## src/rtl/cwt_pkg.sv

```systemverilog
// Shared definitions for the block-floating-point normalizer: defaults,
// widths, bank-state encoding and a small min helper.
package cwt_pkg;

    localparam int N_BLK_DEF     = 16;
    localparam int MAX_SHIFT_DEF = 15;
    localparam int DATA_W        = 32;
    localparam int EXP_W         = 5;
    localparam int NUM_LANES     = 2;   // lane 0 = real, lane 1 = imaginary

    typedef enum logic [1:0] {
        BANK_EMPTY    = 2'd0,
        BANK_FILLING  = 2'd1,
        BANK_FULL     = 2'd2,
        BANK_DRAINING = 2'd3
    } bank_state_t;

    function automatic logic [EXP_W-1:0] min_exp(input logic [EXP_W-1:0] a,
                                                 input logic [EXP_W-1:0] b);
        return (a < b) ? a : b;
    endfunction

endpackage

```

## src/rtl/leading_sign_count.sv

```systemverilog
// Counts redundant sign bits below bit 31 (contiguous from bit 30 down);
// 0 and -1 both give 31.
module leading_sign_count
    import cwt_pkg::*;
(
    input  logic [DATA_W-1:0] v,
    output logic [EXP_W-1:0]  cnt
);

    always_comb begin
        logic run;
        cnt = '0;
        run = 1'b1;
        for (int i = DATA_W-2; i >= 0; i--) begin
            if (run && (v[i] == v[DATA_W-1])) cnt = cnt + EXP_W'(1);
            else                              run = 1'b0;
        end
    end

endmodule

```

## src/rtl/normalize_mul_operand.sv

```systemverilog
// Ping-pong frame buffer that left-shifts each N_BLK-sample complex frame by
// its common headroom (capped at MAX_SHIFT) and reports the applied exponent.
module normalize_mul_operand
    import cwt_pkg::*;
#(
    parameter int N_BLK     = N_BLK_DEF,
    parameter int MAX_SHIFT = MAX_SHIFT_DEF
)(
    input  logic              clk,
    input  logic              rst,
    input  logic [DATA_W-1:0] x_re_i,
    input  logic [DATA_W-1:0] x_im_i,
    input  logic              start_i,
    output logic [DATA_W-1:0] x_re_o,
    output logic [DATA_W-1:0] x_im_o,
    output logic              start_o,
    output logic              first_o,
    output logic [EXP_W-1:0]  exp_o
);

    localparam int                PTR_W     = $clog2(N_BLK);
    localparam logic [PTR_W-1:0]  LAST      = PTR_W'(N_BLK-1);
    localparam logic [EXP_W-1:0]  SHIFT_CAP = EXP_W'(MAX_SHIFT);

    logic [NUM_LANES-1:0][DATA_W-1:0] x_in;
    logic [NUM_LANES-1:0][EXP_W-1:0]  lsc;
    logic [NUM_LANES-1:0][DATA_W-1:0] mem_q [2][N_BLK];
    logic [NUM_LANES-1:0][DATA_W-1:0] cur;

    bank_state_t      bstate_q [2];
    bank_state_t      bstate_d [2];
    logic [EXP_W-1:0] exp_q    [2];

    logic             wr_bank, rd_bank;
    logic [PTR_W-1:0] wr_ptr, rd_ptr;
    logic [EXP_W-1:0] run_min, frame_min, shift;
    logic             wr_en, wr_last, emit, rd_last;

    assign x_in = {x_im_i, x_re_i};

    for (genvar l = 0; l < NUM_LANES; l++) begin : g_lane
        leading_sign_count u_lsc (.v(x_in[l]), .cnt(lsc[l]));
    end

    // Fill side only writes a bank that is free; drain side only reads a
    // bank that holds a complete frame, so the two never touch the same bank.
    assign wr_en     = start_i && ((bstate_q[wr_bank] == BANK_EMPTY) ||
                                   (bstate_q[wr_bank] == BANK_FILLING));
    assign wr_last   = wr_en && (wr_ptr == LAST);
    assign frame_min = min_exp(run_min, min_exp(lsc[0], lsc[1]));

    // The FULL cycle already emits sample 0, giving one cycle of latency.
    assign emit    = (bstate_q[rd_bank] == BANK_FULL) || (bstate_q[rd_bank] == BANK_DRAINING);
    assign rd_last = (bstate_q[rd_bank] == BANK_DRAINING) && (rd_ptr == LAST);

    always_comb begin
        bstate_d = bstate_q;
        if (emit)
            bstate_d[rd_bank] = rd_last ? BANK_EMPTY : BANK_DRAINING;
        if (wr_en)
            bstate_d[wr_bank] = wr_last ? BANK_FULL : BANK_FILLING;
    end

    always_ff @(posedge clk or posedge rst) begin
        if (rst) bstate_q <= '{default: BANK_EMPTY};
        else     bstate_q <= bstate_d;
    end

    always_ff @(posedge clk or posedge rst) begin
        if (rst) begin
            wr_bank <= 1'b0;
            wr_ptr  <= '0;
            run_min <= '1;
            rd_bank <= 1'b0;
            rd_ptr  <= '0;
            exp_q   <= '{default: '0};
        end else begin
            if (wr_en) begin
                if (wr_last) begin
                    wr_ptr         <= '0;
                    wr_bank        <= ~wr_bank;
                    run_min        <= '1;
                    exp_q[wr_bank] <= min_exp(frame_min, SHIFT_CAP);
                end else begin
                    wr_ptr  <= wr_ptr + PTR_W'(1);
                    run_min <= frame_min;
                end
            end
            if (emit) begin
                if (rd_last) begin
                    rd_ptr  <= '0;
                    rd_bank <= ~rd_bank;
                end else begin
                    rd_ptr  <= rd_ptr + PTR_W'(1);
                end
            end
        end
    end

    // Sample storage carries no reset; bank state alone decides validity.
    always_ff @(posedge clk) begin
        if (wr_en) mem_q[wr_bank][wr_ptr] <= x_in;
    end

    // shift <= lsc for every sample, so a plain left shift never overflows.
    assign cur     = mem_q[rd_bank][rd_ptr];
    assign shift   = exp_q[rd_bank];
    assign start_o = emit;
    assign first_o = emit && (bstate_q[rd_bank] == BANK_FULL);
    assign exp_o   = emit ? shift : '0;
    assign x_re_o  = emit ? (cur[0] << shift) : '0;
    assign x_im_o  = emit ? (cur[1] << shift) : '0;

endmodule

```

## config.mk

```make
export PLATFORM = sky130hd
export DESIGN_NAME = normalize_mul_operand
export DESIGN_NICKNAME = d
export VERILOG_FILES = /design/src/rtl/cwt_pkg.sv /design/src/rtl/leading_sign_count.sv /design/src/rtl/normalize_mul_operand.sv
export SDC_FILE = /design/constraint.sdc
export NUM_CORES = 2
export LEC_CHECK = 0
export CAP_MARGIN = 5
export CORE_ASPECT_RATIO = 1.25
export CORE_MARGIN = 1.5
export CORE_UTILIZATION = 35
export CTS_CLUSTER_DIAMETER = 40
export CTS_CLUSTER_SIZE = 24
export DETAILED_ROUTE_END_ITERATION = 12
export PLACE_DENSITY = 0.59
export SLEW_MARGIN = 10
export SYNTH_ARGS = -nofsm -noshare
export SYNTH_HDL_FRONTEND = slang
export SYNTH_SLANG_ARGS = --single-unit
```

## constraint.sdc

```tcl
create_clock -name clk -period 6.3 [get_ports clk]
set_input_delay 0.63 -clock clk [delete_from_list [all_inputs] [get_ports clk]]
set_output_delay 0.63 -clock clk [all_outputs]
set_load 0.01 [all_outputs]
```

* After elaboration in Yosys (flattened, before gate mapping)
Memories as Yosys holds them, arrays and structs flattened.
Index checks and enable logic that the tools add are counted.
** Word-level totals
- Flip-flop bits (word level) :: 29
- Bits in latches :: 0
- Memory bits (writable) :: 2048
- Bits in read-only memories :: 0
- Input bits :: 67
- Output and inout port bits :: 71
- Logic and storage cells :: 389
- Memories kept :: 1
** Operators by class
- Add/sub/neg operators :: 62
- Multipliers :: 0
- Div/mod/pow operators :: 0
- Magnitude comparators :: 10
- Equal/unequal tests :: 67
- Shift-type cells :: 2
- Muxes and demuxes :: 160
- Bitwise operators :: 6
- Reduce and logical (&&, ||, !) cells :: 72
** Memories
- mem_q :: words 2, width 1024, read ports 1, clocked after memory_dff 0, wr ports 1, line normalize_mul_operand.sv:27 : logic [NUM_LANES-1:0][DATA_W-1:0] mem_q [2][N_BLK];
** Operators by type and width (count)
- $mux 1024 :: 1
- $mux 5 :: 69
- $add 5x1->5 const B :: 60
- $bmux 64 s4 :: 1
- $demux 64 s4 :: 1
- $mux 64 :: 3
- $logic_and 1x1->1 :: 67
- $mux 32 :: 2
- $shl 32x5->32 :: 2
- $mux 1 :: 63
- $eq 1x1->1 :: 62
- $mux 2 :: 10
- $mux 4 :: 4
- $bwmux 10 :: 1
- $ge 5x5->1 const B :: 2
- $lt 5x5->1 :: 2
- $not 4->5 :: 2
- $add 4x1->4 const B :: 2
- $bwmux 4 :: 2
- $eq 4x4->1 const B :: 2
- $demux 5 s1 :: 1
- $lt 5x1->1 const B :: 1
- $lt 5x4->1 const B :: 1
- $demux 2 s1 :: 2
- 9 further kinds :: 16

* Depth between registers and ports, before layout
- Depth in word-level cells :: 69
- Gate-level depth with buffers :: 100
- Depth with buffers taken out :: 93

* Cells and area by module
A second synthesis with hierarchy kept.
** Unflattened totals
- Cell total of the unflattened synthesis :: 5765
- Area, all modules :: 93297.0 µm²
** By module, submodules not included
- normalize_mul_operand :: instances 1, cells each 4397, area each 84333.4 µm², sequential area each 62230.9 µm²
- leading_sign_count :: instances 2, cells each 684, area each 4481.8 µm², sequential area each 0.0 µm²

* Least setup slack after synthesis
OpenSTA, ideal clock, no wires.
- Path type :: input to register
- Start :: input port x_im_i[31]
- End :: register exp_q[1] (netlist name)
- Setup time :: 0.280 ns
- Data arrival time :: 16.815 ns
- Required time :: 6.020 ns
- Path slack :: -10.795 ns
- Cell stages on the path :: 97
- Path buffers :: 8
- Path through :: buf_2 -> buf_2 -> buf_2 -> buf_2 -> buf_1 -> buf_1 -> nand2_1 -> o22ai_1 -> ha_1 -> a21oi_1 -> nor2_1 -> ha_1 -> a22oi_1 -> inv_1 -> ha_1 -> nand2_1 -> a31oi_1 -> ha_1 -> [61 not listed] -> a21oi_1 -> nor4_1 -> xnor2_1 -> inv_1 -> ha_1 -> o21ai_0 -> nand2b_1 -> nor2_1 -> nor2_1 -> a21oi_1 -> ha_1 -> a21o_1 -> a21oi_1 -> o21a_1 -> clkbuf_1 -> mux2_2 -> nor3_1 -> o22ai_1
** On the way
- Word-level cells in the longest chain between the ends :: 69
- Elaborated cells on any way between the ends :: 159
- Classes of those cells :: add/sub (30); order compare (3); eq/ne (31); mux (65); reduce/logical (30)
** Ends and longest elaborated chain
- start, declared :: line normalize_mul_operand.sv:12 : input logic [DATA_W-1:0] x_im_i,
- $eq 1x1->1 :: line leading_sign_count.sv:15 : if (run && (v[i] == v[DATA_W-1])) cnt = cnt + EXP_W'(1);
- $mux 1 :: line leading_sign_count.sv:15
- $add 5x1->5 / $logic_and 1x1->1 (equally long branches) :: line leading_sign_count.sv:15
- $mux 5 / $mux 1 (equally long branches) :: line leading_sign_count.sv:15
- $add 5x1->5 / $logic_and 1x1->1 (equally long branches) :: line leading_sign_count.sv:15
- $mux 5 / $mux 1 (equally long branches) :: line leading_sign_count.sv:15
- $add 5x1->5 / $logic_and 1x1->1 (equally long branches) :: line leading_sign_count.sv:15
- $mux 5 / $mux 1 (equally long branches) :: line leading_sign_count.sv:15
- [53 not listed]
- $mux 5 * :: line leading_sign_count.sv:15
- $lt 5x5->1 :: line cwt_pkg.sv:20 : return (a < b) ? a : b;
- $mux 5 * :: line cwt_pkg.sv:20
- $lt 5x5->1 :: line cwt_pkg.sv:20
- $mux 5 * :: line cwt_pkg.sv:20
- $lt 5x4->1 :: line cwt_pkg.sv:20
- $mux 5 * :: line cwt_pkg.sv:20
- $bwmux 10 * :: line normalize_mul_operand.sv:83 : exp_q[wr_bank] <= min_exp(frame_min, SHIFT_CAP);
- end signal, assigned by index :: line normalize_mul_operand.sv:83
- end, declared :: line normalize_mul_operand.sv:32 : logic [EXP_W-1:0] exp_q [2];
Every way passes the cells marked *; elsewhere a longest branch is shown, timed or not.
A chain may end at the register's enable or synchronous reset.

* Worst setup path in the final report
- Start :: input port x_im_i[30]
- End :: register exp_q[0] (netlist name)
** On the way
- Word-level cells in the longest chain between the ends :: 69
- Elaborated cells on any way between the ends :: 129
- Classes of those cells :: add/sub (30); order compare (3); eq/ne (1); mux (65); reduce/logical (30)
** Ends and longest elaborated chain (line)
- $eq 1x1->1 * :: leading_sign_count.sv:15
- $mux 1 :: leading_sign_count.sv:15
- $add 5x1->5 / $logic_and 1x1->1 (equally long branches) :: leading_sign_count.sv:15
- $mux 5 / $mux 1 (equally long branches) :: leading_sign_count.sv:15
- $add 5x1->5 / $logic_and 1x1->1 (equally long branches) :: leading_sign_count.sv:15
- $mux 5 / $mux 1 (equally long branches) :: leading_sign_count.sv:15
- $add 5x1->5 / $logic_and 1x1->1 (equally long branches) :: leading_sign_count.sv:15
- $mux 5 / $mux 1 (equally long branches) :: leading_sign_count.sv:15
- [53 not listed]
- $mux 5 * :: leading_sign_count.sv:15
- $lt 5x5->1 :: cwt_pkg.sv:20
- $mux 5 * :: cwt_pkg.sv:20
- $lt 5x5->1 :: cwt_pkg.sv:20
- $mux 5 * :: cwt_pkg.sv:20
- $lt 5x4->1 :: cwt_pkg.sv:20
- $mux 5 * :: cwt_pkg.sv:20
- $bwmux 10 * :: normalize_mul_operand.sv:83
Marks and branches as above.

==> flow_summary.toml <==
[run_status]
outcome = "finished, violations left"
violations = "setup timing"

[floorplan]
die_width_um = 457
fp-row-count = 208
core_area_um2 = 257000
die_height_um = 571
die_area_um2 = 261000
ios = 138
start_util_pct = 35.2

[sta]
slew_headroom_pct = 12.7
rsz0062_at_grt = "yes"
fin_crit_ns = 15.18
setup_viol = 13
fin_ws_ns = -8.88
hold_viol = 0
fmax_mhz = 65.9
fin_tns_setup_ns = -114.67
skew_ns = 0.0462
hold_slack_ns = 0.229
worst_pin_slew_ns = 1.31
final_max_slew_viol_count = 0
fin_crit_sh_pct = 241

[global_routing]
grt_pass1_vias = 52000
grt_pass1_wl_um = 375000
antenna_found_initial = 19
grt.total_usage_pct = 19.8
grt_overflow = 0
grt_max_degree = 95

[finish]
layout_common_cells = "edfxtp_1, buf_4, mux4_2"
syn_to_final_growth_pct = 20.4
layout-drive-gt1-share_pct = 33.7
final_area_um2 = 109000
final_common_cell = "edfxtp_1"
fin_nets = 6019

[synth]
synth_top_cell_area_share_pct = 68.1
syn-cell-area_um2 = 90300
ys_warn_count = 0
synth_cell_types = 92
syn_inst = 5001
async_flop_share_pct = 1.40
synth_edf_count = 2048
synthTopCellsByArea = "edfxtp_1, mux4_2, nor2_1, mux2i_1, a21oi_1"
ys.flop_type = "edfxtp_1"
ys_ff_latch = 2077
syn_avg_cell_area_um2 = 18.0
synth.largest_area_cell = "edfxtp_1"
syn-num-nets = 5139
yosysSeqAreaShare_pct = 68.9

[setup_path]
cpLargestDelayFamily = "compound AO/OA/AOI/OAI gates"
crit_buf_inv = 13
path_class = "in2reg"
crit_slowest_cell = "or4_4"
end_kind = "flip-flop"
crit_path_start_kind = "input pin"
worstPathArrival_ns = 15.88
max_stage_delay_ns = 0.51
worstPathMaxFanout = 6
cpMostUsedCell = "ha_4"
required_ns = 7.00

[power]
combPwrFrac_pct = 16.9
cell_internal_pwr_mw = 23.5
pwr-share-seq_pct = 49.7
p_leak_nw = 35.6
power_frac_clock_pct = 33.4
power_switching_mw = 8.95
ir_worst_vdd_mv = 0.194
powerDensity_nw_per_um2 = 299
p_sw_share_pct = 27.6

[route]
drt-total-wl_um = 263000
vias_per_cell = 5.52
wl_per_cell_um = 28.1
postRouteAntennaNets = 0
drt_iter0_drc = 5159
via_count = 51800
post-route-drc-count = 0
dr.pass1.iters = 6

[placement]
placedInstanceArea_um2 = 102000
dp_hpwl_um = 161000
gp_congestion = 0.891
port_buffers = 137

[clock_network]
clock-sinks = 2077
cts_tree = "built"
cts_max_level = 4
cts.clk_slew.worst_paths_ns = 0.07
ctsLongestPathBuffers = 4
clock_latency_ns = 0.84
numCtsBuffers = 165
root_buffer = "clkbuf_16"

[worst_hold_path]
holdCritPathClass = "in2async"

[job]
max-cap-violations = 0
==> worst paths after layout <==
path,startpoint,endpoint,slack [ns],cells past startpoint
min in group clk,x_im_i[20],mem_q[1][756],0.30,1
max,x_im_i[30],exp_q[0],-8.88,94
min,rst,wr_ptr[1],0.23,3
max reg2reg,wr_bank,mem_q[1][878],2.48,5
min reg2reg,exp_q[9],exp_q[9],0.51,1
max in group asynchronous,rst,rd_ptr[1],5.69,3
==> power by group through the flow <==
stage,sequential [mW],clock (mW),combinational (mW)
after floorplan,16.4,0,2.93
after global routing,16.2,11.5,5.79
after detailed placement,16.4,0,5.24
after CTS,16.1,11.0,5.34
after global placement,16.4,0,5.19
final,16.1,10.9,5.47
==> flip-flops by register name, indices dropped and copies added (netlist names) <==
| signal | flops |
|---|---|
| bstate_q | 4 |
| rd_ptr | 4 |
| wr_bank | 1 |
| mem_q | 2048 |
| wr_ptr | 4 |
| rd_bank | 1 |
| run_min | 5 |
| exp_q | 10 |
==> routing by layer <==
layer / global-route usage [%] / vias up / share of wire (%)
met5: 0 / - / 0.024
met4: 5.40 / 10 / 2.7
met3: 2.37 / 354 / 6.2
met2: 35.4 / 1754 / 52
met1: 25.3 / 27500 / 39
li1: - / 22100 / -
==> per-stage QoR <==
stage          setup slack [ns]  total power, mW  cells  utilization [%]
6_report                  -8.88             32.4   9373             42.3
5_1_grt                   -9.72             33.4   9370             42.3
4_1_cts                   -8.89             32.5   9340             42.1
2_1_floorplan             -9.42             19.3   5001                -
3_5_place_dp             -10.76             21.7   9019             39.8
3_3_place_gp             -10.32             21.6   9019             39.8
==> synth_stat cells, types with 8 or more instances <==
master / number
mux4_2: 640
o21a_1: 9
mux2i_1: 124
a22oi_1: 10
nand2b_1: 27
edfxtp_1: 2048
a31oi_1: 28
clkbuf_1: 182
a211oi_1: 23
maj3_1: 11
a21oi_1: 203
or2_2: 14
xnor3_1: 15
o21ai_0: 141
nand4_1: 19
nand2_1: 269
nand3_1: 70
nor3_1: 48
and2_1: 33
dfrtp_1: 24
nor2_1: 347
xor2_1: 40
ha_1: 71
and3_1: 28
or3_1: 25
mux2_2: 51
o211ai_1: 16
a21boi_0: 8
buf_2: 11
o31ai_1: 11
nor4_1: 8
nor2b_1: 26
inv_1: 67
o22ai_1: 50
xnor2_1: 75
buf_1: 75
a21o_1: 17
==> repair_timing <==
| item | CTS | global route |
|---|---|---|
| resized for setup | 75 | 76 |
| setup buffers | 29 | 29 |
| endpoints found under the setup margin | 16 | 30 |
| gates cloned | 0 | 0 |
| hold buffers | 0 | 0 |
| pin swaps | 79 | 96 |
==> logic make-up (layout without fill, tap and decap cells) <==
| kind of cell | after synthesis | count (layout) | share of synthesized area (%) |
|---|---|---|---|
| AND/OR/NAND/NOR | 958 | 958 | 4.87 |
| AO/OA/AOI/OAI | 593 | 593 | 4.01 |
| adder cells (fa/ha/maj) | 82 | 82 | 1.11 |
| XOR/XNOR | 136 | 136 | 1.63 |
| flip-flops | 2077 | 2077 | 68.9 |
| buffers and inverters | 339 | 1344 | 1.44 |
| multiplexers | 816 | 816 | 18.0 |
| other | 0 | 7 | 0 |
==> cell type report <==
type                            instances  area [um^2]
Antenna cell                            7         17.5
Clock buffer                          169         4150
Inverter                               69          269
Sequential cell                      2077        62200
Fill cell                           22400       148000
Tap cell                             3360         4200
Multi-Input combinational cell       2585        27700
Clock inverter                        123         1460
Timing Repair Buffer                  983         8590
==> worst register-to-register path: stages (launching register included) <==
cell     delay [ns]
dfrtp_1        0.62
nor2b_1        0.27
o21a_1         0.44
nand2_1        0.54
nor2_4         0.83
buf_4          0.68
No activity file was read; power rests on OpenSTA's default activity.
